<file path="src/rtl/uart_rx_fifo_ctrl_if.sv">
// Bundle of receiver-side and host-side signals for uart_rx_fifo_ctrl.
// The master modport is the environment (receiver plus APB register file).
// The slave modport is the FIFO controller itself.
interface uart_rx_fifo_ctrl_if #(
  parameter int AW     = 4,
  parameter int DATA_W = 8
);
  logic              rx_ready;
  logic [DATA_W-1:0] rx_data;
  logic              rx_parity_err;
  logic              rx_frame_err;
  logic              rx_read_clr;
  logic              rd_en;
  logic [DATA_W-1:0] rd_data;
  logic [1:0]        rd_status;
  logic              rd_valid;
  logic [AW:0]       thresh;
  logic              clr_overflow;
  logic [AW:0]       fifo_count;
  logic              fifo_empty;
  logic              fifo_full;
  logic              overflow;
  logic              irq;

  modport master (
    output rx_ready, rx_data, rx_parity_err, rx_frame_err, rd_en, thresh, clr_overflow,
    input  rx_read_clr, rd_data, rd_status, rd_valid, fifo_count, fifo_empty, fifo_full,
           overflow, irq
  );

  modport slave (
    input  rx_ready, rx_data, rx_parity_err, rx_frame_err, rd_en, thresh, clr_overflow,
    output rx_read_clr, rd_data, rd_status, rd_valid, fifo_count, fifo_empty, fifo_full,
           overflow, irq
  );
endinterface

</file>
<file path="src/rtl/uart_rx_fifo_ctrl.sv">
// UART receive FIFO controller: captures each received character with its
// parity/framing status into a circular FIFO, releases the receiver, serves
// host pops and raises overflow/threshold interrupts.
// Optional feature macro RX_TIMEOUT_EN adds baud_tick/timeout ports and an
// idle-character timeout term in irq.
module uart_rx_fifo_ctrl #(
  parameter int AW     = 4,
  parameter int DATA_W = 8
) (
  input logic                clk,
  input logic                reset_n,
  uart_rx_fifo_ctrl_if.slave bus
`ifdef RX_TIMEOUT_EN
  ,input  logic              baud_tick
  ,output logic              timeout
`endif
);

  localparam int DEPTH = 1 << AW;
  localparam int EW    = DATA_W + 2;
  localparam logic [AW:0] FULL_LEVEL = (AW+1)'(DEPTH);

  typedef enum logic [1:0] {IDLE, CAPTURE, WAIT_CLR} state_t;

  state_t            state;
  state_t            next_state;
  logic              capture;
  logic [AW-1:0]     wr_ptr;
  logic [AW-1:0]     rd_ptr;
  logic [AW:0]       count;
  logic [EW-1:0]     mem [DEPTH];
  logic              empty;
  logic              full;
  logic              pop;
  logic              space;
  logic              push;
  logic              drop;
  logic [DATA_W-1:0] rd_data_q;
  logic [1:0]        rd_status_q;
  logic              rd_valid_q;
  logic              overflow_q;
  logic              thresh_hit;
  logic              timeout_term;

  assign empty = (count == '0);
  assign full  = (count == FULL_LEVEL);
  assign pop   = bus.rd_en & ~empty;
  // A pop in the capture cycle frees the slot the new character needs.
  assign space = ~full | pop;
  assign push  = capture & space;
  assign drop  = capture & ~space;

  // Capture sequencer state register.
  always_ff @(posedge clk or negedge reset_n) begin
    if (!reset_n) state <= IDLE;
    else          state <= next_state;
  end

  // Capture sequencer: take one character, release the receiver, wait for it to drop ready.
  always_comb begin
    next_state = state;
    capture    = 1'b0;
    unique case (state)
      IDLE:     if (bus.rx_ready) next_state = CAPTURE;
      CAPTURE:  begin
        capture    = 1'b1;
        next_state = WAIT_CLR;
      end
      WAIT_CLR: if (!bus.rx_ready) next_state = IDLE;
      default:  next_state = IDLE;
    endcase
  end

  // Storage array; contents need no reset because occupancy gates every read.
  always_ff @(posedge clk) begin
    if (push) mem[wr_ptr] <= {bus.rx_frame_err, bus.rx_parity_err, bus.rx_data};
  end

  // Pointers, occupancy, registered pop data and the sticky overflow flag.
  always_ff @(posedge clk or negedge reset_n) begin
    if (!reset_n) begin
      wr_ptr      <= '0;
      rd_ptr      <= '0;
      count       <= '0;
      rd_data_q   <= '0;
      rd_status_q <= '0;
      rd_valid_q  <= 1'b0;
      overflow_q  <= 1'b0;
    end else begin
      rd_valid_q <= pop;
      if (push) wr_ptr <= wr_ptr + 1'b1;
      if (pop) begin
        rd_ptr      <= rd_ptr + 1'b1;
        rd_data_q   <= mem[rd_ptr][DATA_W-1:0];
        rd_status_q <= mem[rd_ptr][DATA_W+1:DATA_W];
      end
      case ({push, pop})
        2'b10:   count <= count + 1'b1;
        2'b01:   count <= count - 1'b1;
        default: count <= count;
      endcase
      if (drop)                  overflow_q <= 1'b1;
      else if (bus.clr_overflow) overflow_q <= 1'b0;
    end
  end

`ifdef RX_TIMEOUT_EN
  localparam logic [9:0] TIMEOUT_TICKS = 10'd640;

  logic [9:0] idle_ticks;
  logic       timeout_q;
  logic       advance;

  assign advance = baud_tick & ~empty & (state == IDLE);

  // Idle timer: counts baud ticks while data sits unread and no character is arriving.
  always_ff @(posedge clk or negedge reset_n) begin
    if (!reset_n) begin
      idle_ticks <= '0;
      timeout_q  <= 1'b0;
    end else begin
      if (push | pop)                              idle_ticks <= '0;
      else if (advance && idle_ticks != TIMEOUT_TICKS) idle_ticks <= idle_ticks + 1'b1;
      if (pop | empty)                             timeout_q <= 1'b0;
      else if (advance && idle_ticks == TIMEOUT_TICKS - 10'd1) timeout_q <= 1'b1;
    end
  end

  assign timeout      = timeout_q;
  assign timeout_term = timeout_q;
`else
  assign timeout_term = 1'b0;
`endif

  assign thresh_hit = (bus.thresh != '0) && (count >= bus.thresh);

  assign bus.rx_read_clr = capture;
  assign bus.rd_data     = rd_data_q;
  assign bus.rd_status   = rd_status_q;
  assign bus.rd_valid    = rd_valid_q;
  assign bus.fifo_count  = count;
  assign bus.fifo_empty  = empty;
  assign bus.fifo_full   = full;
  assign bus.overflow    = overflow_q;
  assign bus.irq         = thresh_hit | overflow_q | timeout_term;

endmodule

</file>
<file path="src/flat_wrapper.sv">
// flat-port wrapper written by rule: the top's interface ports become plain ports
module uart_rx_fifo_ctrl_flat 
#(
  parameter int AW     = 4,
  parameter int DATA_W = 8
)
  (clk, reset_n, bus_rx_ready, bus_rx_data, bus_rx_parity_err, bus_rx_frame_err, bus_rd_en, bus_thresh, bus_clr_overflow, bus_rx_read_clr, bus_rd_data, bus_rd_status, bus_rd_valid, bus_fifo_count, bus_fifo_empty, bus_fifo_full, bus_overflow, bus_irq);
  uart_rx_fifo_ctrl_if #(.AW(AW), .DATA_W(DATA_W)) bus_i ();
  input logic clk;
  input logic reset_n;
  input wire logic [$bits(bus_i.rx_ready)-1:0] bus_rx_ready;
  input wire logic [$bits(bus_i.rx_data)-1:0] bus_rx_data;
  input wire logic [$bits(bus_i.rx_parity_err)-1:0] bus_rx_parity_err;
  input wire logic [$bits(bus_i.rx_frame_err)-1:0] bus_rx_frame_err;
  input wire logic [$bits(bus_i.rd_en)-1:0] bus_rd_en;
  input wire logic [$bits(bus_i.thresh)-1:0] bus_thresh;
  input wire logic [$bits(bus_i.clr_overflow)-1:0] bus_clr_overflow;
  output wire logic [$bits(bus_i.rx_read_clr)-1:0] bus_rx_read_clr;
  output wire logic [$bits(bus_i.rd_data)-1:0] bus_rd_data;
  output wire logic [$bits(bus_i.rd_status)-1:0] bus_rd_status;
  output wire logic [$bits(bus_i.rd_valid)-1:0] bus_rd_valid;
  output wire logic [$bits(bus_i.fifo_count)-1:0] bus_fifo_count;
  output wire logic [$bits(bus_i.fifo_empty)-1:0] bus_fifo_empty;
  output wire logic [$bits(bus_i.fifo_full)-1:0] bus_fifo_full;
  output wire logic [$bits(bus_i.overflow)-1:0] bus_overflow;
  output wire logic [$bits(bus_i.irq)-1:0] bus_irq;
  assign bus_i.rx_ready = bus_rx_ready;
  assign bus_i.rx_data = bus_rx_data;
  assign bus_i.rx_parity_err = bus_rx_parity_err;
  assign bus_i.rx_frame_err = bus_rx_frame_err;
  assign bus_i.rd_en = bus_rd_en;
  assign bus_i.thresh = bus_thresh;
  assign bus_i.clr_overflow = bus_clr_overflow;
  assign bus_rx_read_clr = bus_i.rx_read_clr;
  assign bus_rd_data = bus_i.rd_data;
  assign bus_rd_status = bus_i.rd_status;
  assign bus_rd_valid = bus_i.rd_valid;
  assign bus_fifo_count = bus_i.fifo_count;
  assign bus_fifo_empty = bus_i.fifo_empty;
  assign bus_fifo_full = bus_i.fifo_full;
  assign bus_overflow = bus_i.overflow;
  assign bus_irq = bus_i.irq;
  uart_rx_fifo_ctrl #(.AW(AW), .DATA_W(DATA_W)) u_core (.clk(clk), .reset_n(reset_n), .bus(bus_i));
endmodule
</file>
<file path="config.mk">
export PLATFORM = sky130hd
export DESIGN_NAME = uart_rx_fifo_ctrl_flat
export DESIGN_NICKNAME = d
export VERILOG_FILES = /design/src/rtl/uart_rx_fifo_ctrl_if.sv /design/src/rtl/uart_rx_fifo_ctrl.sv /design/src/flat_wrapper.sv
export SDC_FILE = /design/constraint.sdc
export NUM_CORES = 1
export LEC_CHECK = 0
export BUFFER_PORTS_ARGS = -buffer_cell sky130_fd_sc_hd__buf_2
export CAP_MARGIN = 20
export CORE_MARGIN = 2
export CORE_UTILIZATION = 60
export DETAILED_ROUTE_END_ITERATION = 10
export GPL_ROUTABILITY_DRIVEN = 0
export MAX_ROUTING_LAYER = met4
export PLACE_DENSITY = 0.75
export SLEW_MARGIN = 40
export SYNTH_ARGS = -nofsm -noshare
export SYNTH_HDL_FRONTEND = slang
export SYNTH_SLANG_ARGS = --single-unit
</file>
<file path="constraint.sdc">
create_clock -name clk -period 3.1 [get_ports clk]
set_input_delay 0.465 -clock clk [delete_from_list [all_inputs] [get_ports clk]]
set_output_delay 0.465 -clock clk [all_outputs]
set_load 0.1 [all_outputs]
</file>
==> results.json, run 1 <==
{
  "critical_path.endpoint_type": "output pin",
  "antenna_violating_nets_post_route": 0,
  "clock_latency_ns": 0.43,
  "crit_path_max_fanout": 6,
  "root_buffer": "clkbuf_16",
  "ys_ff_latch": 187,
  "maxSlewViolCount": 0,
  "grt_overflow": 0,
  "chipWidth_um": 116.6,
  "numCtsBuffers": 17,
  "ir_drop_mv": 0.6228,
  "finalCritPeriodShare": 0.9445,
  "clockBufferDepth": 2,
  "drive_gt1_frac": 0.3139,
  "viasPerCell": 5.964,
  "io_pins": 41,
  "placed_area_um2": 8033,
  "synth.top_cell.area_share": 0.6321,
  "syn-instance-count": 401,
  "dpl.hpwl_mm": 8.904,
  "postCtsHoldBufs": 0,
  "fin_util": 0.6873,
  "hold_class": "in2async",
  "post_synth_main_area_contributors": "edfxtp_1 63%, mux4_2 12%, dfrtp_1 8.9%",
  "seq_area_frac_synth": 0.7210,
  "worstRegToRegCells": 10,
  "synth_area_leader_cell": "edfxtp_1",
  "cts_tree": "built",
  "avgSynthCellArea_um2": 18.96,
  "synth-edff-count": 160,
  "regToRegSetupSlack_ns": 0.18,
  "crit_type": "reg2out",
  "status": "finished clean",
  "num_vias": 3787,
  "finalPower_mw": 8.475,
  "synth.distinct_cells": 43,
  "routed_wl_mm": 14.23,
  "synth_warnings": 0,
  "antenna_found_initial": 1,
  "seqCellArea_um2": 5494,
  "timing.rr.end": "u_core.bus.fifo_count[4]",
  "required_ns": 2.63,
  "dp_slack_ns": 0.1982,
  "crit_path_frequent_cell": "a21o_1",
  "fin_cells": 635,
  "grt_pass1_vias": 3818,
  "powerDensity_nw_per_um2": 985.1,
  "clk_pin_slew_ns": 0.07,
  "post-cts-setup-buffers": 0,
  "path_buf_inv": 3,
  "netlist_area_um2": 7601,
  "tightestPinTransition_ns": 0.7337,
  "synth_top_flop_cell": "edfxtp_1",
  "grtUsageTotal": 0.2351,
  "grt_pass1_wl_mm": 21.53,
  "placedCellCount": 602,
  "slowest_delay_ns": 0.51,
  "die_h_um": 116.6,
  "p_leak_nw": 2.964,
  "cpMaxStageDelayCell": "dfrtp_4",
  "final_hold_viol_count": 0,
  "arrival_ns": 2.46,
  "regToRegStartpoint": "u_core.bus.fifo_count[0]",
  "fin_skew_ns": 0.008477,
  "clock-sinks": 187,
  "synth-async-reset-ratio": 0.1444,
  "start_util": 0.6073,
  "io_buffers": 40,
  "startpoint_type": "flip-flop",
  "core_region_area_um2": 12520,
  "slew_headroom": 0.5109,
  "crit_chain": "inv_2 -> ha_1 -> nand2b_1 -> a21o_1 -> a21o_1 -> a2111oi_2 -> buf_4 -> nor3_4 -> buf_6",
  "fin_ws_ns": 0.1722,
  "fmax_mhz": 341.6,
  "grt_setup_unrepaired": "no",
  "period_needed_ns": 2.928,
  "setup_viol": 0,
  "rows": 41,
  "syn_nets": 435,
  "nNetsFinal": 483,
  "area_delta_synth_final_pct": 13.19,
  "drc": 0,
  "hold_ws_ns": 0.07147,
  "final_area_um2": 8603,
  "grt_max_degree": 44,
  "dr.pass1.iters": 5,
  "multi_input_area_um2": 2008,
  "fillers": 835,
  "drt-wirelength-per-cell_um": 22.41,
  "fin_setup_tns_ns": 0,
  "drtIter0Drc": 306,
  "die-area_um2": 13590,
  "critical-path-top-delay-family": "compound AO/OA/AOI/OAI gates",
  "maxCapViolations": 0,
  "h-tree-depth": 4
}
[flip-flops by register name (all words and copies together) (netlist names), 2 cells and up]
name / count
u_core.rd_ptr: 4
u_core.wr_ptr: 4
u_core.mem: 160
u_core.bus.rd_status: 2
u_core.bus.fifo_count: 5
u_core.bus.rd_data: 8
u_core.state: 2
[area by class of cell]
type / count / share of cell area
timing repair buffer: 48 / 0.03243
tap: 172 / 0.02501
clock buffer: 18 / 0.04988
inverter: 13 / 0.005672
multi-input combinational: 182 / 0.2334
antenna: 1 / 0.0002909
sequential: 187 / 0.6386
clock inverter: 14 / 0.01469
[worst reg2reg max path, cell delays in order, from the launching register on]
cell and delay, ns:
dfrtp_4 0.51, or4_4 0.56, o21a_1 0.23, nand2_4 0.10, inv_1 0.09, ha_4 0.24, nor2b_1 0.13, o21a_1 0.21
o211a_1 0.23, or3b_2 0.46, o211ai_1 0.10
[cells by family (layout without fill, tap and decap cells)]
logic type | count (synthesis) | count (layout) | synth area share
mux | 54 | 54 | 0.1401
compound gates | 45 | 45 | 0.03868
other cells | 0 | 1 | 0
flops | 187 | 187 | 0.7210
fa+ha+maj | 14 | 14 | 0.02403
xor+xnor | 9 | 9 | 0.01037
simple gates | 60 | 60 | 0.04626
buf+inv | 32 | 93 | 0.01959
[synth_stat cells, types with 2 or more instances]
cell type  instances
nor2b_1           11
inv_1             13
a211oi_1          10
xnor2_1            8
o21a_1             2
mux2_4             2
nand2_1            8
o22ai_1           10
a21oi_1           11
dfrtp_1           27
mux4_2            40
clkbuf_1           5
nor4_1             2
mux2_2            11
nand4_1            2
buf_6              2
buf_2             11
or4_1              2
nor3_1             5
nand2b_1           2
nor2_1             5
o211ai_1           2
a21o_1             3
and2_1            16
o21ai_0            2
ha_1              13
edfxtp_1         160
[cells in the final DEF (no fill, tap or decap), types with 2 or more instances in the layout]
| cell | instances |
|---|---|
| edfxtp_1 | 160 |
| mux4_2 | 40 |
| buf_2 | 39 |
| dfrtp_1 | 20 |
| clkbuf_16 | 17 |
| and2_1 | 16 |
| inv_1 | 12 |
| ha_1 | 12 |
| mux2_2 | 11 |
| nor2b_1 | 11 |
| a21oi_1 | 11 |
| a211oi_1 | 10 |
| o22ai_1 | 10 |
| nand2_1 | 8 |
| xnor2_1 | 8 |
| buf_4 | 7 |
| dfrtp_2 | 5 |
| nor2_1 | 4 |
| nor3_1 | 4 |
| clkinv_1 | 4 |
| clkinvlp_4 | 4 |
| a21o_1 | 3 |
| clkinv_4 | 3 |
| nand2b_1 | 2 |
| o21a_1 | 2 |
| nor4_1 | 2 |
| o21ai_0 | 2 |
| mux2_4 | 2 |
| o211ai_1 | 2 |
| nand4_1 | 2 |
| dfrtp_4 | 2 |
[routing by layer]
metal,up-vias,global-route usage,part of all wire
li1,1692,-,-
met1,1951,0.3114,0.40
met2,123,0.3667,0.52
met3,21,0.06124,0.063
met4,0,0.07059,0.014
met5,-,-,0
[where the power goes]
part	switching, mW	internal [mW]
combinational	1.87	1.19
sequential	0.360	3.03
clock	0.921	1.11
total	3.15	5.32
[worst max path at each step]
stage | start | slack, ns | to | cells past startpoint
2_1_floorplan | u_core.bus.fifo_count[0] | 0.06 | u_core.bus.fifo_count[4] | 11
3_3_place_gp | u_core.bus.fifo_count[0] | 0.29 | u_core.bus.fifo_count[4] | 10
3_5_place_dp | u_core.bus.fifo_count[0] | 0.20 | u_core.bus.fifo_count[4] | 10
4_1_cts | u_core.bus.fifo_count[0] | 0.02 | bus_irq | 9
5_1_grt | u_core.bus.fifo_count[0] | 0.05 | bus_irq | 9
6_report | u_core.bus.fifo_count[0] | 0.17 | bus_irq | 9
[repair_timing]
item | 4_1_cts | 5_1_grt
gates cloned | 0 | 0
setup endpoints to repair | 1 | 1
resized for setup | 2 | 3
pin swaps | 0 | 0
Power figures use the tool's default switching activity.
==> inputs of run 2 (changes only) <==
--- a/config.mk
+++ b/config.mk
@@ -8,11 +8,11 @@
 export BUFFER_PORTS_ARGS = -buffer_cell sky130_fd_sc_hd__buf_2
 export CAP_MARGIN = 20
 export CORE_MARGIN = 2
-export CORE_UTILIZATION = 60
+export CORE_UTILIZATION = 65
 export DETAILED_ROUTE_END_ITERATION = 10
 export GPL_ROUTABILITY_DRIVEN = 0
 export MAX_ROUTING_LAYER = met4
-export PLACE_DENSITY = 0.75
+export PLACE_DENSITY = 0.81
 export SLEW_MARGIN = 40
 export SYNTH_ARGS = -nofsm -noshare
 export SYNTH_HDL_FRONTEND = slang
==> constraint.sdc (replaced) <==
create_clock -name clk -period 3.4 [get_ports clk]
set_input_delay 0.51 -clock clk [delete_from_list [all_inputs] [get_ports clk]]
set_output_delay 0.51 -clock clk [all_outputs]
set_load 0.1 [all_outputs]
==> run 2 against run 1 <==
Net effect: sequential cell count unchanged; wire length increased by 1.4%; count of clock-buffer cells in the layout up 3; total power shrank 8.8%; die area fell by 7.4%; largest power group unchanged.
==> results.json, run 2 (same netlist as run 1, synthesis figures left out) <==
{
  "status": "finished clean",
  "maxCapViolations": 0,
  "largest_register_ff_count": 160,
  "largest-register": "u_core.mem",
  "powerDensity_nw_per_um2": 905.9,
  "drt-wirelength-per-cell_um": 23.86,
  "clock-sinks": 187,
  "fmax_mhz": 316.6,
  "fin_skew_ns": 0.01033,
  "critical_path.endpoint_type": "output pin",
  "grt_setup_unrepaired": "no",
  "p_leak_nw": 2.981,
  "period_needed_ns": 3.158,
  "die-area_um2": 12580,
  "viasPerCell": 6.388,
  "mostFrequentLayoutCell": "edfxtp_1",
  "grtUsageMet3": 0.06749,
  "io_pins": 41,
  "antenna_violating_nets_post_route": 0,
  "grtUsageTotal": 0.2582,
  "drive_gt1_frac": 0.2950,
  "fin_util": 0.7469,
  "met2_usage": 0.3940,
  "clk_pin_slew_ns": 0.07,
  "nNetsFinal": 482,
  "core_region_area_um2": 11420,
  "met1_usage": 0.3452,
  "cts_tree": "built",
  "required_ns": 2.89,
  "startpoint_type": "flip-flop",
  "slew_headroom": 0.5112,
  "drc": 0,
  "dp_slack_ns": 0.4180,
  "root_buffer": "clkbuf_16",
  "h-tree-depth": 4,
  "start_util": 0.6657,
  "antenna_found_initial": 1,
  "final_hold_viol_count": 0,
  "globalRoute.busiestLayer": "met2",
  "dpl.hpwl_mm": 9.070,
  "ir_drop_mv": 0.7789,
  "chipWidth_um": 112.1,
  "post-cts-setup-buffers": 0,
  "setup_viol": 0,
  "clock_latency_ns": 0.43,
  "fin_ws_ns": 0.2415,
  "drtIter0Drc": 343,
  "numCtsBuffers": 17,
  "grt_overflow": 0,
  "routed_wl_mm": 14.44,
  "grt_pass1_wl_mm": 22.48,
  "crit_type": "reg2out",
  "die_h_um": 112.1,
  "maxSlewViolCount": 0,
  "mostFrequentLayoutCells": "160 x edfxtp_1, 40 x mux4_2, 40 x buf_2",
  "postCtsResizedCells": 0,
  "io_buffers": 40,
  "postCtsHoldBufs": 0,
  "rows": 39,
  "grt_max_degree": 28,
  "hold_class": "in2async",
  "area_delta_synth_final_pct": 12.20,
  "arrival_ns": 2.65,
  "tightestPinTransition_ns": 0.7333,
  "dr.pass1.iters": 5,
  "num_vias": 3865,
  "finalCritPeriodShare": 0.9290,
  "finalPower_mw": 7.726,
  "grt_pass1_vias": 3991,
  "clockBufferDepth": 2,
  "crit_path_max_fanout": 6
}
## run 2: cell types whose count changed in the layout (fill, tap and decap cells not counted), moves of 2 or more
cell	before	now
clkinv_4	3	0
clkbuf_1	1	3
dfrtp_1	20	25
clkinv_2	0	3
dfrtp_2	5	2
clkinv_1	4	1
dfrtp_4	2	0
clkinvlp_4	4	2
inv_6	1	3
## run 2: worst paths after layout
kind                                                from                        to  slack [ns]  cells past startpoint
worst max-delay path            u_core.bus.fifo_count[0]                   bus_irq        0.24                      8
worst min-delay path                             reset_n   u_core.bus.rd_status[1]        0.12                      1
worst max register to register  u_core.bus.fifo_count[1]  u_core.bus.fifo_count[4]        0.36                     10
worst min register to register           u_core.state[1]           u_core.state[0]        0.44                      1
max in group asynchronous                        reset_n          u_core.rd_ptr[0]        2.78                      1
min in group clk                        bus_clr_overflow       u_core.bus.overflow        0.25                      2
## run 2: where the power goes
| part | switching, mW | internal [mW] |
|---|---|---|
| combinational | 1.72 | 1.04 |
| sequential | 0.315 | 2.75 |
| clock | 0.801 | 1.10 |
## run 2: worst max-delay path, stage by stage, from the launching register on
cell and delay [ns]:
dfrtp_1 0.45, inv_1 0.11, ha_1 0.29, nand2b_1 0.14, a21o_1 0.17, a21o_1 0.16, a2111oi_0 0.52, nor3_2 0.08
buf_2 0.31
## run 2: layout make-up
type | count | area, um2
Sequential cell | 187 | 5483
Fill cell | 653 | 2890
Multi-Input combinational cell | 182 | 1979
Clock buffer | 21 | 450.4
Timing Repair Buffer | 47 | 265.3
Tap cell | 143 | 178.9
Clock inverter | 11 | 120.1
Inverter | 13 | 48.80
Antenna cell | 1 | 2.502
## run 2: per-layer routing
metal | part of all wire | wire length (um)
met3 | 0.060 | 867
met5 | 0 | 0
met1 | 0.41 | 5945
met2 | 0.51 | 7382
met4 | 0.017 | 239
## run 2: stage by stage
| stage | cell area, um2 | hold WS (ns) | instances | setup TNS [ns] |
|---|---|---|---|---|
| floorplan | 7609 | 0.2144 | 401 | -0.2339 |
| global placement | 7955 | 0.4311 | 572 | 0 |
| detailed placement | 7955 | 0.4407 | 572 | 0 |
| CTS | 8526 | 0.1438 | 604 | 0 |
| global route | 8528 | 0.1783 | 605 | 0 |
| finish | 8528 | 0.1239 | 605 | 0 |
